[src/rtl/mips_lsu_pkg.sv]
// Shared types and op-legality helper for the MIPS load/store unit.
// LWL/LWR are legal only when MIPS_LSU_LWLR_EN is defined.
package mips_lsu_pkg;

    typedef enum logic [3:0] {
        OP_LB  = 4'd0,
        OP_LBU = 4'd1,
        OP_LH  = 4'd2,
        OP_LHU = 4'd3,
        OP_LW  = 4'd4,
        OP_LWL = 4'd5,
        OP_LWR = 4'd6,
        OP_SB  = 4'd8,
        OP_SH  = 4'd9,
        OP_SW  = 4'd10
    } lsu_op_e;

    typedef enum logic [1:0] {
        ST_IDLE,
        ST_ISSUE,
        ST_WAIT,
        ST_RESP
    } lsu_state_e;

    localparam int                   LANE_W    = 8;
    localparam int                   NUM_LANES = 4;
    localparam logic [NUM_LANES-1:0] ALL_LANES = '1;

    function automatic logic op_legal(input logic [3:0] op, input logic [1:0] k);
        logic ok;
        case (op)
            OP_LB, OP_LBU, OP_SB: ok = 1'b1;
            OP_LH, OP_LHU, OP_SH: ok = ~k[0];
            OP_LW, OP_SW:         ok = (k == 2'b00);
`ifdef MIPS_LSU_LWLR_EN
            OP_LWL, OP_LWR:       ok = 1'b1;
`endif
            default:              ok = 1'b0;
        endcase
        return ok;
    endfunction

endpackage

[src/rtl/mips_lsu_align.sv]
// Combinational lane steering for stores and big-endian extraction for loads.
// LWL/LWR merge logic exists only when MIPS_LSU_LWLR_EN is defined.
module mips_lsu_align
    import mips_lsu_pkg::*;
(
    input  logic [3:0]  i_st_op,
    input  logic [1:0]  i_st_k,
    input  logic [31:0] i_st_rt,
    output logic [3:0]  o_st_byte_en,
    output logic [31:0] o_st_wdata,
    input  logic [3:0]  i_ld_op,
    input  logic [1:0]  i_ld_k,
    input  logic [31:0] i_ld_word,
    input  logic [31:0] i_ld_rt_old,
    output logic [31:0] o_ld_result
);

    logic [31:0] w_rt_swap;
    logic [1:0]  w_lane_rev;
    logic [7:0]  w_ld_byte;
    logic [15:0] w_ld_half;

    // Write lanes count up from bit 0, so the most significant rt byte lands in lane 0.
    assign w_rt_swap  = {i_st_rt[7:0], i_st_rt[15:8], i_st_rt[23:16], i_st_rt[31:24]};
    assign w_lane_rev = ~i_ld_k;
    assign w_ld_byte  = i_ld_word[LANE_W*w_lane_rev +: LANE_W];
    assign w_ld_half  = i_ld_k[1] ? i_ld_word[15:0] : i_ld_word[31:16];

`ifdef MIPS_LSU_LWLR_EN
    logic [4:0] w_sh_l;
    logic [4:0] w_sh_r;
    assign w_sh_l = {i_ld_k, 3'b000};
    assign w_sh_r = {w_lane_rev, 3'b000};
`else
    logic [31:0] w_unused_rt_old;
    assign w_unused_rt_old = i_ld_rt_old;
`endif

    always_comb begin
        o_st_byte_en = '0;
        o_st_wdata   = '0;
        case (i_st_op)
            OP_SB: begin
                o_st_byte_en = 4'b0001 << i_st_k;
                o_st_wdata[LANE_W*i_st_k +: LANE_W] = i_st_rt[7:0];
            end
            OP_SH: begin
                o_st_byte_en = i_st_k[1] ? 4'b1100 : 4'b0011;
                o_st_wdata   = i_st_k[1] ? {w_rt_swap[31:16], 16'h0000}
                                         : {16'h0000, w_rt_swap[31:16]};
            end
            OP_SW: begin
                o_st_byte_en = ALL_LANES;
                o_st_wdata   = w_rt_swap;
            end
            default: ;
        endcase
    end

    always_comb begin
        o_ld_result = '0;
        case (i_ld_op)
            OP_LB:  o_ld_result = {{24{w_ld_byte[7]}}, w_ld_byte};
            OP_LBU: o_ld_result = {24'h000000, w_ld_byte};
            OP_LH:  o_ld_result = {{16{w_ld_half[15]}}, w_ld_half};
            OP_LHU: o_ld_result = {16'h0000, w_ld_half};
            OP_LW:  o_ld_result = i_ld_word;
`ifdef MIPS_LSU_LWLR_EN
            OP_LWL: o_ld_result = (i_ld_word << w_sh_l)
                                | (i_ld_rt_old & ((32'h1 << w_sh_l) - 32'h1));
            OP_LWR: o_ld_result = (i_ld_word >> w_sh_r)
                                | (i_ld_rt_old & ~(32'hFFFF_FFFF >> w_sh_r));
`endif
            default: ;
        endcase
    end

endmodule

[src/rtl/mips_lsu.sv]
// MIPS load/store unit: one request at a time, word-aligned memory access, one response each.
// Define MIPS_LSU_LWLR_EN to make LWL/LWR legal.
module mips_lsu
    import mips_lsu_pkg::*;
#(
    parameter int READ_LATENCY = 1
)(
    input  logic        clk,
    input  logic        reset,
    input  logic        req_valid,
    output logic        req_ready,
    input  logic [3:0]  req_op,
    input  logic [31:0] req_addr,
    input  logic [31:0] req_wdata,
    input  logic [31:0] req_rt_old,
    output logic        resp_valid,
    output logic [31:0] resp_rdata,
    output logic        resp_err,
    output logic [31:0] mem_address,
    output logic        mem_wr_en,
    output logic        mem_read_en,
    output logic [3:0]  mem_byte_en,
    output logic [31:0] mem_data_in,
    input  logic [31:0] mem_data_out
);

    localparam logic [2:0] CNT_LAST = 3'(READ_LATENCY - 1);

    lsu_state_e  r_state;
    lsu_state_e  w_state_nxt;
    logic [3:0]  r_op;
    logic [1:0]  r_k;
    logic [31:0] r_rt_old;
    logic [2:0]  r_cnt;
    logic [31:0] r_rdata;
    logic        r_err;
    logic [31:0] r_mem_address;
    logic        r_mem_wr_en;
    logic        r_mem_read_en;
    logic [3:0]  r_mem_byte_en;
    logic [31:0] r_mem_data_in;

    logic        w_accept;
    logic        w_legal;
    logic        w_rd_done;
    logic [3:0]  w_st_byte_en;
    logic [31:0] w_st_wdata;
    logic [31:0] w_ld_result;

    assign w_accept  = req_valid && (r_state == ST_IDLE);
    assign w_legal   = op_legal(req_op, req_addr[1:0]);
    assign w_rd_done = (r_state == ST_WAIT) && (r_cnt == CNT_LAST);

    assign req_ready   = (r_state == ST_IDLE);
    assign resp_valid  = (r_state == ST_RESP);
    assign resp_rdata  = r_rdata;
    assign resp_err    = r_err;
    assign mem_address = r_mem_address;
    assign mem_wr_en   = r_mem_wr_en;
    assign mem_read_en = r_mem_read_en;
    assign mem_byte_en = r_mem_byte_en;
    assign mem_data_in = r_mem_data_in;

    // Store steering is taken from the live request at acceptance; load extraction from latched state.
    mips_lsu_align u_align (
        .i_st_op      (req_op),
        .i_st_k       (req_addr[1:0]),
        .i_st_rt      (req_wdata),
        .o_st_byte_en (w_st_byte_en),
        .o_st_wdata   (w_st_wdata),
        .i_ld_op      (r_op),
        .i_ld_k       (r_k),
        .i_ld_word    (mem_data_out),
        .i_ld_rt_old  (r_rt_old),
        .o_ld_result  (w_ld_result)
    );

    always_ff @(posedge clk or posedge reset) begin
        if (reset) begin
            r_state <= ST_IDLE;
        end else begin
            r_state <= w_state_nxt;
        end
    end

    always_comb begin
        w_state_nxt = r_state;
        case (r_state)
            ST_IDLE:  if (w_accept) w_state_nxt = w_legal ? ST_ISSUE : ST_RESP;
            ST_ISSUE: w_state_nxt = r_op[3] ? ST_RESP : ST_WAIT;
            ST_WAIT:  if (w_rd_done) w_state_nxt = ST_RESP;
            ST_RESP:  w_state_nxt = ST_IDLE;
            default:  w_state_nxt = ST_IDLE;
        endcase
    end

    always_ff @(posedge clk or posedge reset) begin
        if (reset) begin
            r_op          <= '0;
            r_k           <= '0;
            r_rt_old      <= '0;
            r_cnt         <= '0;
            r_rdata       <= '0;
            r_err         <= 1'b0;
            r_mem_address <= '0;
            r_mem_wr_en   <= 1'b0;
            r_mem_read_en <= 1'b0;
            r_mem_byte_en <= '0;
            r_mem_data_in <= '0;
        end else begin
            case (r_state)
                ST_IDLE: begin
                    if (w_accept) begin
                        r_op     <= req_op;
                        r_k      <= req_addr[1:0];
                        r_rt_old <= req_rt_old;
                        r_cnt    <= '0;
                        if (w_legal) begin
                            r_mem_address <= {req_addr[31:2], 2'b00};
                            if (req_op[3]) begin
                                r_mem_wr_en   <= 1'b1;
                                r_mem_byte_en <= w_st_byte_en;
                                r_mem_data_in <= w_st_wdata;
                            end else begin
                                r_mem_read_en <= 1'b1;
                                r_mem_byte_en <= ALL_LANES;
                            end
                        end else begin
                            r_err <= 1'b1;
                        end
                    end
                end
                ST_ISSUE: begin
                    r_mem_wr_en   <= 1'b0;
                    r_mem_read_en <= 1'b0;
                    r_mem_byte_en <= '0;
                end
                ST_WAIT: begin
                    if (w_rd_done) begin
                        r_rdata <= w_ld_result;
                    end else begin
                        r_cnt <= r_cnt + 3'd1;
                    end
                end
                ST_RESP: begin
                    r_rdata <= '0;
                    r_err   <= 1'b0;
                end
                default: ;
            endcase
        end
    end

endmodule

[config.mk]
export PLATFORM = sky130hd
export DESIGN_NAME = mips_lsu
export DESIGN_NICKNAME = d
export VERILOG_FILES = /design/src/rtl/mips_lsu_pkg.sv /design/src/rtl/mips_lsu_align.sv /design/src/rtl/mips_lsu.sv
export SDC_FILE = /design/constraint.sdc
export NUM_CORES = 1
export LEC_CHECK = 0
export CAP_MARGIN = 20
export CORE_MARGIN = 5
export CORE_UTILIZATION = 41
export CTS_BUF_LIST = sky130_fd_sc_hd__clkbuf_4 sky130_fd_sc_hd__clkbuf_8
export CTS_CLUSTER_SIZE = 25
export DETAILED_ROUTE_END_ITERATION = 8
export MAX_ROUTING_LAYER = met4
export PLACE_DENSITY = 0.77
export RECOVER_POWER = 50
export SYNTH_ARGS = -nofsm -noshare
export SYNTH_HDL_FRONTEND = slang
export SYNTH_SLANG_ARGS = --single-unit
export TNS_END_PERCENT = 30
[constraint.sdc]
create_clock -name clk -period 5 [get_ports clk]
set_input_delay 1 -clock clk [delete_from_list [all_inputs] [get_ports clk]]
set_output_delay 1 -clock clk [all_outputs]
set_load 0.005 [all_outputs]
# Word level (Yosys, flattened, before mapping)
# Cells that the tools add are included.
# classes
n_reduce_logical,24
mux,32
addsub,2
n_bitwise,3
eq_ne,21
shifts,4
# ops
operator,n
case mux 32 bit (5 select lines),1
case mux 32 bit (3 select lines),1
two-way mux 32 bit,2
case mux 32 bit (2 select lines),1
negation 5 -> 34 bit,1
variable shift 8 x 34 -> 32 bit (first input constant),1
indexed part select 8 x 34 -> 32 bit,1
AND 32 bit,1
indexed part select 32 x 6 -> 8 bit,1
== test 4 x 2 -> 1 bit (second input constant),4
two-way mux 16 bit,1
two-way mux 4 bit,4
== test 4 bit (second input constant),3
case mux 4 bit (3 select lines),1
AND reduction 3 bit,4
AND reduction 4 bit,3
two-way mux 1 bit,9
== test 4 x 1 -> 1 bit (second input constant),2
== test 4 x 3 -> 1 bit (second input constant),2
zero test 4 bit,2
!= test 2 bit (second input constant),4
case mux 2 bit (4 select lines),1
case mux 4 bit (2 select lines),1
nonzero test 2 bit,4
18 further kinds,31
# totals
out_inout_bits,105
reg_bits,112

# Depth between registers and ports, before layout
# logic_depth
ltp_word,6
ltp_mapped,8
depth_no_buf,6

# Modules after synthesis
# A second synthesis with hierarchy kept.
# unflattened
hier_cells,584
area_unflattened_um2,7323.3
# modules_own_cells
module,n_inst,cells_each,seq_area_each_um2,area_per_inst_um2
mips_lsu,1,377,3603.5,5755.5
mips_lsu_align,1,207,0.0,1567.8

# Least setup slack after synthesis
# Ideal clock, no wire load.
# synth_path
kind,input to register
start,in req_addr[0]
end,reg r_mem_address[10] (netlist: mem_address[10])
cell_stages,8
setup_slack_ns,1.930
arrival_time_ns,2.945
setup_ns,0.125
path_buffers,2
path_cell_list,inv_1 > ha_1 > or4b_1 > a21o_1 > or2_1 > buf_2 > buf_6 > mux2_4
# synth_between
elab_chain_len,3
# synth_rtl
element,line,rtl
from (decl),mips_lsu.sv:13,"input logic [31:0] req_addr,"
zero test 2 bit or inverter 1 bit (tied branches),"mips_lsu_pkg.sv:34, mips_lsu_pkg.sv:33",
case mux 1 bit (3 select lines) *,mips_lsu_pkg.sv:31,case (op)
AND reduction 3 bit (no source line) *,n/a,
to (signal assigned),mips_lsu.sv:119,"r_mem_address <= {req_addr[31:2], 2'b00};"
to (decl),mips_lsu.sv:37,logic [31:0] r_mem_address;
# Every way passes the cells marked *; elsewhere a longest branch is shown, timed or not.
# A chain may end at the register's enable or synchronous reset.

# Worst setup path after layout
# layout_path
start,in req_addr[0]
end,reg r_mem_address[15] (netlist: mem_address[15])
# Same word-level chain as after synthesis.

==> results.ini <==
[yosys]
synth_simple_gate_area_share=0.103
synth-seq-area-share=0.488
ys_seq_elements=112
yosysTopAreaCell=dfrtp_1
yosys_warnings=0
ys_top_cells_by_area=dfrtp_1, a22o_1, mux2_4
synth_top_family_by_area=compound AO/OA/AOI/OAI gates
synth_cells=521
synth_area_um2=5750
ys_types=58
synth_top_cell_area_share=0.488
ys.flop_type=dfrtp_1
muxShareOfSynthArea=0.113
syn_avg_cell_area_um2=11.0
synth_compound_area_frac=0.227
async_reset_ff_frac=1.00
synth_xor_area_frac=0
synth_edf_count=0
synth_fa_ha_area_frac=0.0283

[global_routing]
top_usage_layer=met2
first_global_vias=5382
grt_pass1_wl_mm=27.2
use_met1=0.266
grt.total_usage=0.212
grt_max_degree=69
use_met3=0.0482
antenna_found_initial=0
use_met2=0.340
grt_overflow=0

[floorplanning]
ios=240
start_util=0.416
dieArea_um2=16500
die_h_um=128
core_um2=13800
num_rows=43
die_w_um=128

[outcome]
violations=max-capacitance violations, max-slew violations
run_status=complete, but fails checks

[finish]
mostFrequentLayoutCells=clkdlybuf4s50_1, dfrtp_1, a22o_1, nor2_1, dlygate4sd3_1
final_common_cell=clkdlybuf4s50_1
n_antenna_cell=0
design_area_um2=8210
syn_to_final_growth_pct=42.9
drive_gt1_frac=0.130
n_fill_cell=1150
final_cells=901
finalNetCount=864

[routing]
routed_via_density=5.55
num_vias=5003
dr.pass1.iters=4
drt_iter0_markers=294
route.detailed.drc=0
routedWlPerCell_um=18.8
drt_wl_total_mm=16.9
ant_nets=0

[sta]
fmax_mhz=254
setup_viol=0
slew_headroom=-0.622
holdWs_ps=503
fin_crit_ps=3940
slew_viol_final=114
fin_crit_sh=0.787
final.setup.tns_ps=0
max_slew.worst_pin.slew_ps=2430
clock_skew_ps=13.4
hold_viol=0
rsz0062_at_grt=no
setup_ws_ps=1060

[placed_design]
dp.final_hpwl_mm=12.7
portBuffers=205
gp_congestion=0.846
dpl-instance-area_um2=7970
place_ws_ps=658
placed_cells=883

[power]
power_density_nw_per_um2=481
p_leak_uw=0.00365
vdd_drop_max_uv=234

[clocking]
cts_buffers=9
cts_root_buffer=clkbuf_8
post_cts_buffers=0
clock_latency_ps=390
path_clk_slew_ps=100
clock-sinks=112
htree_levels=3
ctsHoldBuffers=0
cts_tree=done
clock_path_buffers=2
cts_resized=0

[critical_path]
path_cells=clkdlybuf4s50_1 > inv_1 > ha_1 > or4b_1 > a21o_1 > or2_2 > buf_4 > mux2_4
slowest_stage=clkdlybuf4s50_1
worstPathRequired_ps=5280
r2r_slack_ps=2000
critical-path-top-delay-family=buffers and inverters
crit_path_max_incr_delay_ps=610
path_class=in2reg
worst_ep_arrival_time_ps=4210
reg2reg_depth=7
endpoint_kind=flop
r2r-end=mem_address[15]$_DFFE_PP0P_
endpoint=mem_address[15]$_DFFE_PP0P_
r2r-start=r_state[0]$_DFFE_PP0P_
cp.depth=8
crit_path_start_kind=input port
path_max_fanout=19
critical_path_buf_inv_count=3
cp-startpoint=req_addr[0]

[worst_hold_path]
hp-class=reg2reg

[run]
maxCapViolCount=2

[power by group]
group	switching [uW]	internal (uW)	total (uW)
Clock	315	298	613
Combinational	756	1070	1830
Sequential	268	1250	1510
Total	1340	2610	3950
[synth_stat cells, types with 3 or more instances]
| library cell | instances |
|---|---|
| dfrtp_1 | 112 |
| a22o_1 | 52 |
| nor2_1 | 44 |
| o21ai_0 | 37 |
| nand2_1 | 30 |
| mux2_4 | 27 |
| clkbuf_1 | 26 |
| a21oi_1 | 23 |
| inv_1 | 18 |
| mux2_2 | 17 |
| a221oi_1 | 16 |
| ha_1 | 13 |
| o31ai_1 | 9 |
| a221o_1 | 7 |
| a32oi_1 | 7 |
| nand2b_1 | 6 |
| nor2b_1 | 6 |
| and3b_1 | 4 |
| buf_1 | 3 |
| buf_6 | 3 |
| mux2i_1 | 3 |
| nand3_1 | 3 |
| nor3_1 | 3 |
| o21ba_2 | 3 |
| or2_2 | 3 |
[routing by layer]
layer  vias up  wire [um]
li1       2335          -
met1      2453       7200
met2       187       8140
met3        28       1200
met4         0        372
met5         -          0
[kinds of logic after synthesis]
| family | Yosys count |
|---|---|
| compound gates | 176 |
| simple gates | 117 |
| flops | 112 |
| buf+inv | 54 |
| mux | 48 |
| fa+ha+maj | 13 |
| other cells | 1 |
[flip-flops by register name (all words and copies together) (netlist names)]
| register | count |
|---|---|
| mem_byte_en | 4 |
| mem_address | 30 |
| r_k | 2 |
| r_cnt | 3 |
| mem_data_in | 32 |
| resp_err | 1 |
| r_op | 4 |
| r_state | 2 |
| resp_rdata | 32 |
| mem_wr_en | 1 |
| mem_read_en | 1 |
[area by class of cell]
class / count / area (um^2) / share of cell area
clock inverters: 6 / 90.1 / 0.0110
well taps: 180 / 225 / 0.0274
clock buffers: 10 / 138 / 0.0168
repair buffers: 219 / 2150 / 0.262
inverters: 18 / 68.8 / 0.00838
flip-flops and latches: 112 / 2800 / 0.341
multi-input cells: 356 / 2730 / 0.333
[how the worst min path moves through the flow]
stage / startpoint / to / slack [ps] / cells past startpoint
2_1_floorplan: r_cnt[0]$_DFFE_PP0P_ / r_cnt[0]$_DFFE_PP0P_ / 490 / 1
3_3_place_gp: resp_rdata[19]$_DFFE_PP0P_ / resp_rdata[19]$_DFFE_PP0P_ / 490 / 1
3_5_place_dp: resp_rdata[22]$_DFFE_PP0P_ / resp_rdata[22]$_DFFE_PP0P_ / 490 / 1
4_1_cts: resp_rdata[17]$_DFFE_PP0P_ / resp_rdata[17]$_DFFE_PP0P_ / 520 / 1
5_1_grt: resp_rdata[20]$_DFFE_PP0P_ / resp_rdata[20]$_DFFE_PP0P_ / 530 / 1
6_report: resp_rdata[17]$_DFFE_PP0P_ / resp_rdata[17]$_DFFE_PP0P_ / 500 / 1
[per-stage QoR]
stage / power [uW] / utilization
after floorplan: 2390 / -
after global placement: 3340 / 0.576
after detailed placement: 3410 / 0.577
after CTS: 4040 / 0.593
after global routing: 4230 / 0.594
final: 3950 / 0.594
(Power assumes the default switching activity.)
